--- config.mk ---
export PLATFORM = sky130hd
export DESIGN_NAME = fetch_queue_flat
export DESIGN_NICKNAME = d
export VERILOG_FILES = /design/src/rtl/fetch_queue_if.sv /design/src/rtl/fetch_queue.sv /design/src/flat_wrapper.sv
export SDC_FILE = /design/constraint.sdc
export NUM_CORES = 1
export LEC_CHECK = 0
export ABC_CLOCK_PERIOD_IN_PS = 14900
export BUFFER_PORTS_ARGS = -buffer_cell sky130_fd_sc_hd__buf_2
export CAP_MARGIN = 10
export CORE_AREA = 2 2 271 300
export DETAILED_ROUTE_END_ITERATION = 12
export DIE_AREA = 0 0 273 302
export PLACE_DENSITY = 0.62
export SYNTH_ARGS = -nofsm -noshare
export SYNTH_HDL_FRONTEND = slang
export SYNTH_SLANG_ARGS = --single-unit
--- constraint.sdc ---
create_clock -name clk -period 14.9 [get_ports clk]
set_input_delay 2.235 -clock clk [delete_from_list [all_inputs] [get_ports clk]]
set_output_delay 2.235 -clock clk [all_outputs]
set_load 0.03 [all_outputs]
--- src/rtl/fetch_queue_if.sv ---
`default_nettype none
// ============================================================================
//  Module      : fetch_queue_pkg / fetch_queue_if
//  Description : Shared fetch-pair typedef and the bus interface between the
//                2-wide fetch stage / decode and the fetch queue.
//                master : fetch + decode side (drives fd_reg, fd_valid, flush,
//                         dec_take; observes queue outputs)
//                slave  : fetch queue (consumes the above, drives fq_ready,
//                         out_* slots, count, overflow)
//  Revision    : 1.0  initial release
// ============================================================================
package fetch_queue_pkg;
    typedef struct packed {
        logic [31:0] inst_a;
        logic [31:0] inst_b;
        logic [31:0] pc_a;
        logic [31:0] pc_b;
    } fetchStruct;
endpackage

interface fetch_queue_if #(
    parameter int DEPTH = 8
);
    localparam int CW = $clog2(DEPTH) + 1;

    fetch_queue_pkg::fetchStruct fd_reg;
    logic                        fd_valid;
    logic                        flush;
    logic [1:0]                  dec_take;
    logic                        fq_ready;
    logic                        out_valid_a;
    logic [31:0]                 out_inst_a;
    logic [31:0]                 out_pc_a;
    logic                        out_valid_b;
    logic [31:0]                 out_inst_b;
    logic [31:0]                 out_pc_b;
    logic [CW-1:0]               count;
    logic                        overflow;

    modport master (
        output fd_reg, fd_valid, flush, dec_take,
        input  fq_ready, out_valid_a, out_inst_a, out_pc_a,
               out_valid_b, out_inst_b, out_pc_b, count, overflow
    );

    modport slave (
        input  fd_reg, fd_valid, flush, dec_take,
        output fq_ready, out_valid_a, out_inst_a, out_pc_a,
               out_valid_b, out_inst_b, out_pc_b, count, overflow
    );
endinterface
`default_nettype wire

--- src/rtl/fetch_queue.sv ---
`default_nettype none
// ============================================================================
//  Module      : fetch_queue
//  Description : Decode-side circular queue for the 2-wide fetch pair.
//                Drops zero (end-of-program) words, compacts live lanes in
//                program order, presents up to two show-ahead instructions
//                per cycle, raises fq_ready back-pressure and handles flush.
//  Ports       : clk   - clock, rising edge
//                reset - synchronous, active-high
//                bus   - fetch_queue_if.slave (fd_reg, fd_valid, flush,
//                        dec_take in; fq_ready, out_* slots, count,
//                        overflow out)
//  Revision    : 1.0  initial release
// ============================================================================
module fetch_queue #(
    parameter int DEPTH = 8
) (
    input  wire logic          clk,
    input  wire logic          reset,
    fetch_queue_if.slave       bus
);
    localparam int CW = $clog2(DEPTH) + 1;
    localparam int AW = $clog2(DEPTH);

    logic [31:0]   inst_mem_q [DEPTH];
    logic [31:0]   pc_mem_q   [DEPTH];

    logic [AW-1:0] head_q, head_d;
    logic [AW-1:0] tail_q, tail_d;
    logic [CW-1:0] count_q, count_d;
    logic          drop_next_q, drop_next_d;
    logic          overflow_q, overflow_d;

    logic          w_live_a, w_live_b;
    logic [1:0]    w_n_enq;
    logic [CW-1:0] w_take;
    logic [CW-1:0] w_n_deq;
    logic [CW:0]   w_sum;
    logic          w_cand;
    logic          w_fits;
    logic          w_wr0_en, w_wr1_en;
    logic [31:0]   w_wr0_inst, w_wr0_pc;
    logic [AW-1:0] w_head_p1;

    always_comb begin
        w_live_a   = (bus.fd_reg.inst_a != 32'd0);
        w_live_b   = (bus.fd_reg.inst_b != 32'd0);
        w_n_enq    = {1'b0, w_live_a} + {1'b0, w_live_b};
        // Clamp the decode request to what is actually held.
        w_take     = CW'(bus.dec_take);
        w_n_deq    = (w_take > count_q) ? count_q : w_take;
        w_sum      = {1'b0, count_q} - {1'b0, w_n_deq} + (CW+1)'(w_n_enq);
        // The pair right after a flush is stale in-flight fetch; ignore it.
        w_cand     = bus.fd_valid && !drop_next_q;
        w_fits     = (w_sum <= (CW+1)'(DEPTH));
        // Lane a wins the first slot when live, otherwise lane b slides down.
        w_wr0_inst = w_live_a ? bus.fd_reg.inst_a : bus.fd_reg.inst_b;
        w_wr0_pc   = w_live_a ? bus.fd_reg.pc_a   : bus.fd_reg.pc_b;
        w_wr0_en   = !reset && !bus.flush && w_cand && w_fits && (w_n_enq != 2'd0);
        w_wr1_en   = w_wr0_en && (w_n_enq == 2'd2);

        head_d      = head_q + AW'(w_n_deq);
        tail_d      = tail_q;
        count_d     = count_q - w_n_deq;
        drop_next_d = 1'b0;
        overflow_d  = overflow_q;

        if (w_cand) begin
            if (w_fits) begin
                tail_d  = tail_q + AW'(w_n_enq);
                count_d = CW'(w_sum);
            end else begin
                // Whole pair is lost; no partial write.
                overflow_d = 1'b1;
            end
        end

        if (bus.flush) begin
            head_d      = '0;
            tail_d      = '0;
            count_d     = '0;
            drop_next_d = 1'b1;
            overflow_d  = overflow_q;
        end
    end

    always_ff @(posedge clk) begin
        if (reset) begin
            head_q      <= '0;
            tail_q      <= '0;
            count_q     <= '0;
            drop_next_q <= 1'b0;
            overflow_q  <= 1'b0;
        end else begin
            head_q      <= head_d;
            tail_q      <= tail_d;
            count_q     <= count_d;
            drop_next_q <= drop_next_d;
            overflow_q  <= overflow_d;
        end
    end

    // Payload storage needs no reset: outputs are masked by the valids.
    always_ff @(posedge clk) begin
        if (w_wr0_en) begin
            inst_mem_q[tail_q] <= w_wr0_inst;
            pc_mem_q[tail_q]   <= w_wr0_pc;
        end
        if (w_wr1_en) begin
            inst_mem_q[tail_q + AW'(1)] <= bus.fd_reg.inst_b;
            pc_mem_q[tail_q + AW'(1)]   <= bus.fd_reg.pc_b;
        end
    end

    always_comb begin
        w_head_p1       = head_q + AW'(1);
        bus.out_valid_a = (count_q >= CW'(1));
        bus.out_valid_b = (count_q >= CW'(2));
        bus.out_inst_a  = bus.out_valid_a ? inst_mem_q[head_q]    : 32'd0;
        bus.out_pc_a    = bus.out_valid_a ? pc_mem_q[head_q]      : 32'd0;
        bus.out_inst_b  = bus.out_valid_b ? inst_mem_q[w_head_p1] : 32'd0;
        bus.out_pc_b    = bus.out_valid_b ? pc_mem_q[w_head_p1]   : 32'd0;
        // Four free slots absorb the pair already in flight after a stall.
        bus.fq_ready    = ((CW'(DEPTH) - count_q) >= CW'(4));
        bus.count       = count_q;
        bus.overflow    = overflow_q;
    end
endmodule
`default_nettype wire

--- src/flat_wrapper.sv ---
// flat-port wrapper written by rule: the top's interface ports become plain ports
module fetch_queue_flat 
#(
    parameter int DEPTH = 8
)
  (clk, reset, bus_fd_reg, bus_fd_valid, bus_flush, bus_dec_take, bus_fq_ready, bus_out_valid_a, bus_out_inst_a, bus_out_pc_a, bus_out_valid_b, bus_out_inst_b, bus_out_pc_b, bus_count, bus_overflow);
  fetch_queue_if #(.DEPTH(DEPTH)) bus_i ();
  input  wire logic clk;
  input  wire logic reset;
  input wire logic [$bits(bus_i.fd_reg)-1:0] bus_fd_reg;
  input wire logic [$bits(bus_i.fd_valid)-1:0] bus_fd_valid;
  input wire logic [$bits(bus_i.flush)-1:0] bus_flush;
  input wire logic [$bits(bus_i.dec_take)-1:0] bus_dec_take;
  output wire logic [$bits(bus_i.fq_ready)-1:0] bus_fq_ready;
  output wire logic [$bits(bus_i.out_valid_a)-1:0] bus_out_valid_a;
  output wire logic [$bits(bus_i.out_inst_a)-1:0] bus_out_inst_a;
  output wire logic [$bits(bus_i.out_pc_a)-1:0] bus_out_pc_a;
  output wire logic [$bits(bus_i.out_valid_b)-1:0] bus_out_valid_b;
  output wire logic [$bits(bus_i.out_inst_b)-1:0] bus_out_inst_b;
  output wire logic [$bits(bus_i.out_pc_b)-1:0] bus_out_pc_b;
  output wire logic [$bits(bus_i.count)-1:0] bus_count;
  output wire logic [$bits(bus_i.overflow)-1:0] bus_overflow;
  assign bus_i.fd_reg = bus_fd_reg;
  assign bus_i.fd_valid = bus_fd_valid;
  assign bus_i.flush = bus_flush;
  assign bus_i.dec_take = bus_dec_take;
  assign bus_fq_ready = bus_i.fq_ready;
  assign bus_out_valid_a = bus_i.out_valid_a;
  assign bus_out_inst_a = bus_i.out_inst_a;
  assign bus_out_pc_a = bus_i.out_pc_a;
  assign bus_out_valid_b = bus_i.out_valid_b;
  assign bus_out_inst_b = bus_i.out_inst_b;
  assign bus_out_pc_b = bus_i.out_pc_b;
  assign bus_count = bus_i.count;
  assign bus_overflow = bus_i.overflow;
  fetch_queue #(.DEPTH(DEPTH)) u_core (.clk(clk), .reset(reset), .bus(bus_i));
endmodule
==> results.ini <==
[logic_synthesis]
yosysUniqueCellTypes = 51
synth-seq-area-share = 0.494
synth_top_flop_cell = edfxtp_1
synth_area_leaders = edfxtp_1 49%, mux4_2 18%, mux2_4 11%
syn-num-nets = 2207
synth-async-reset-ratio = 0
syn_area_um2 = 31600
avgSynthCellArea_um2 = 15.4
synth_top_cell_by_area = edfxtp_1
ys.warnings.count = 0
synth_top_area_frac = 0.487
synth-seq-cells = 524
synth-edff-count = 512
synth_cells = 2051

[critical_path]
cpPeakStageDelay_ns = 0.89
arrival_ns = 8.36
r2r_end = u_core.pc_mem_q[6][7]
cp_max_fo = 53
crit_chain = buf_2 -> nor4_1 -> nand4_1 -> or2_2 -> ha_1 -> fa_1 -> fa_1 -> a21oi_1 -> o21bai_1 -> nor3_4 -> o21ai_1 -> buf_4 -> o41ai_2 -> buf_4 -> buf_4
r2r_cells = 18
path_common_cell = buf_4
timing.rr.start = u_core.bus.count[1]
slowest_stage = buf_4
critPathLaunchType = primary input
cp_top_family = simple AND/OR/NAND/NOR gates
end_kind = flop
required_ns = 15.10
startpoint = bus_fd_reg[109]
r2r_slack_ns = 8.75
path_class = in2reg
worstSetupPathDepth = 15
cp_num_buf_inv = 4

[cts]
tritoncts = done
numCtsBuffers = 54
cts-hold-fix-buffers = 0
htreeDepth = 2
clock_tree.root_cell = clkbuf_16
post_cts_buffers = 0
clk_pin_slew_ns = 0.06
clk-insertion-delay-late_ns = 0.61
cts.repair.resized = 0
cts.path.max_buffers = 3
clkSinkCount = 524

[routing]
post_drt_via_cell_ratio = 6.39
vias = 21000
drtIter0Drc = 2217
ant_nets = 0
firstDrtPassIters = 5
wl_per_cell_um = 31.1
wl_mm = 102
drc = 0

[pwr]
peakVddDrop_uv = 146
power.density_nw_per_um2 = 150
p_leak_nw = 12.1

[global_routing]
grt_max_degree = 65
antenna_found_initial = 23
grt_pass1_wl_mm = 146
grt_pass1_vias = 21500
grt_util_all_layers = 0.243
grt_overflow = 0

[timing]
final_max_slew_viol_count = 0
max_freq_mhz = 123
post-route-period-util = 0.547
setup_viol = 0
fin_ws_ns = 6.75
fin_crit_ns = 8.15
grt_setup_unrepaired = no
fin_skew_ns = 0.0315
slew_headroom = 0.203
hold_viol_final = 0
fin_hold_ws_ns = 0.465
worst_slew_pin_slew_ns = 1.20
final.setup.tns_ns = 0

[finish]
drive_gt1_frac = 0.422
syn_to_final_growth_pct = 11.9
instances_no_fill = 3290
nFillCells = 7066
final_nets = 2346

[worst_hold_path]
hold_depth = 2
whs_endpoint = u_core.bus.overflow
min_from = u_core.bus.overflow
hold_path_class = reg2reg

[placement]
port_buffers = 269
pre_cts_slack_ns = 6.31
hpwl_mm = 59.2
place_congestion = 0.839
dpl.cell_count = 3188

[floorplanning]
die_area_um2 = 82400
start_util = 0.397
die_w_um = 273
rows = 109
core_area_um2 = 79600
boundaryPins = 270
die_y_um = 302

[job]
cap_violations = 0

[run_status]
status = finished clean

[state kept, by name, indices dropped and copies added, names as in the netlist]
register and flops:
u_core.pc_mem_q 256, u_core.drop_next_q 1, u_core.head_q 3, u_core.bus.overflow 1, u_core.inst_mem_q 256, u_core.bus.count 4, u_core.tail_q 3
[how the worst max path moves through the flow]
| stage | end | slack, ns |
|---|---|---|
| 3_3_place_gp | u_core.pc_mem_q[5][14] | 6.39 |
| 4_1_cts | u_core.pc_mem_q[6][7] | 6.96 |
| 5_1_grt | u_core.pc_mem_q[5][10] | 6.66 |
| 6_report | u_core.pc_mem_q[6][7] | 6.75 |
| 2_1_floorplan | u_core.inst_mem_q[1][0] | 2.11 |
| 3_5_place_dp | u_core.pc_mem_q[6][14] | 6.31 |
[worst min-delay path, delay by kind of cell, from the launching register on]
family / cells / cell delay [ns]
DFF: 1 / 0.32
buffers and inverters: 1 / 0.05
AOI/OAI and AO/OA: 1 / 0.05
[cell usage after synthesis, drive strengths merged, types with 2 or more instances]
library cell  instances
and2                  4
a22o                256
o41ai                 6
fa                    4
nand3                 4
xnor2                 7
or2                   3
a21oi                73
a21boi                2
dfxtp                12
nor2                 89
mux4                256
nor3                  3
nor3b                 2
a21o                  2
mux2                256
nand4                 8
a211oi                5
inv                  19
o211ai                9
edfxtp              512
xor2                  4
nor4                 17
buf                 136
mux2i                64
nand2               156
or3                   2
clkbuf               98
ha                   18
nor2b                 4
o21ai                 7
nand2b                2
[report_power, final]
group | total (W) | switching (W) | internal [W]
Sequential | 0.00176 | 0.0000712 | 0.00169
Combinational | 0.00220 | 0.00137 | 0.000829
Clock | 0.00135 | 0.000583 | 0.000764
Total | 0.00531 | 0.00202 | 0.00329
[kinds of logic (layout without fill, tap and decap cells)]
family                     Yosys count  count (layout)  synth area share
buffers and inverters              253             430            0.0374
xor gates and xnor gates            11              11           0.00305
other                                0               8                 0
AOI/OAI and AO/OA                  366             366            0.0929
DFF                                524             524             0.494
and+or+nand+nor                    299             299            0.0421
muxes                              576             576             0.321
adders and majority gates           22              22           0.00966
[final cells by class]
class                           count  area, µm²  area share
Sequential cell                   524      15600       0.442
Multi-Input combinational cell   1274      14900       0.422
Antenna cell                        8       20.0    0.000566
Clock buffer                       63       1390      0.0392
Inverter                           19       71.3     0.00202
Timing Repair Buffer              317       1710      0.0483
Clock inverter                     31        308     0.00871
Tap cell                         1054       1320      0.0373
[layout by cell type (no fill, tap or decap), types with 48 or more instances in the layout]
master / netlist / layout
mux4_2: 256 / 256
buf_4: 0 / 48
nor2_1: 89 / 89
edfxtp_1: 512 / 512
mux2_4: 224 / 224
a22o_1: 256 / 256
nand2_1: 148 / 148
mux2i_1: 64 / 64
clkbuf_16: 0 / 54
a21oi_1: 72 / 72
buf_2: 41 / 269
[through the flow]
stage	utilization	total power, W	cell area [µm²]
floorplan	-	0.00333	31600
global placement	0.422	0.00397	33600
detailed placement	0.422	0.00400	33600
CTS	0.444	0.00532	35300
global route	0.444	0.00550	35400
finish	0.444	0.00531	35400
[metal layers]
layer  share of wire  global-route usage  wire [µm]  vias to the layer above
met2            0.48               0.394      49100                     1201
met3           0.099              0.0603      10100                      222
met1            0.39               0.316      39500                    11000
met4           0.033              0.0896       3390                       24
li1                -                   -          -                     8597
met5          0.0014                   0        141                        -
Note: power is estimated with default switching activity, not from simulation.
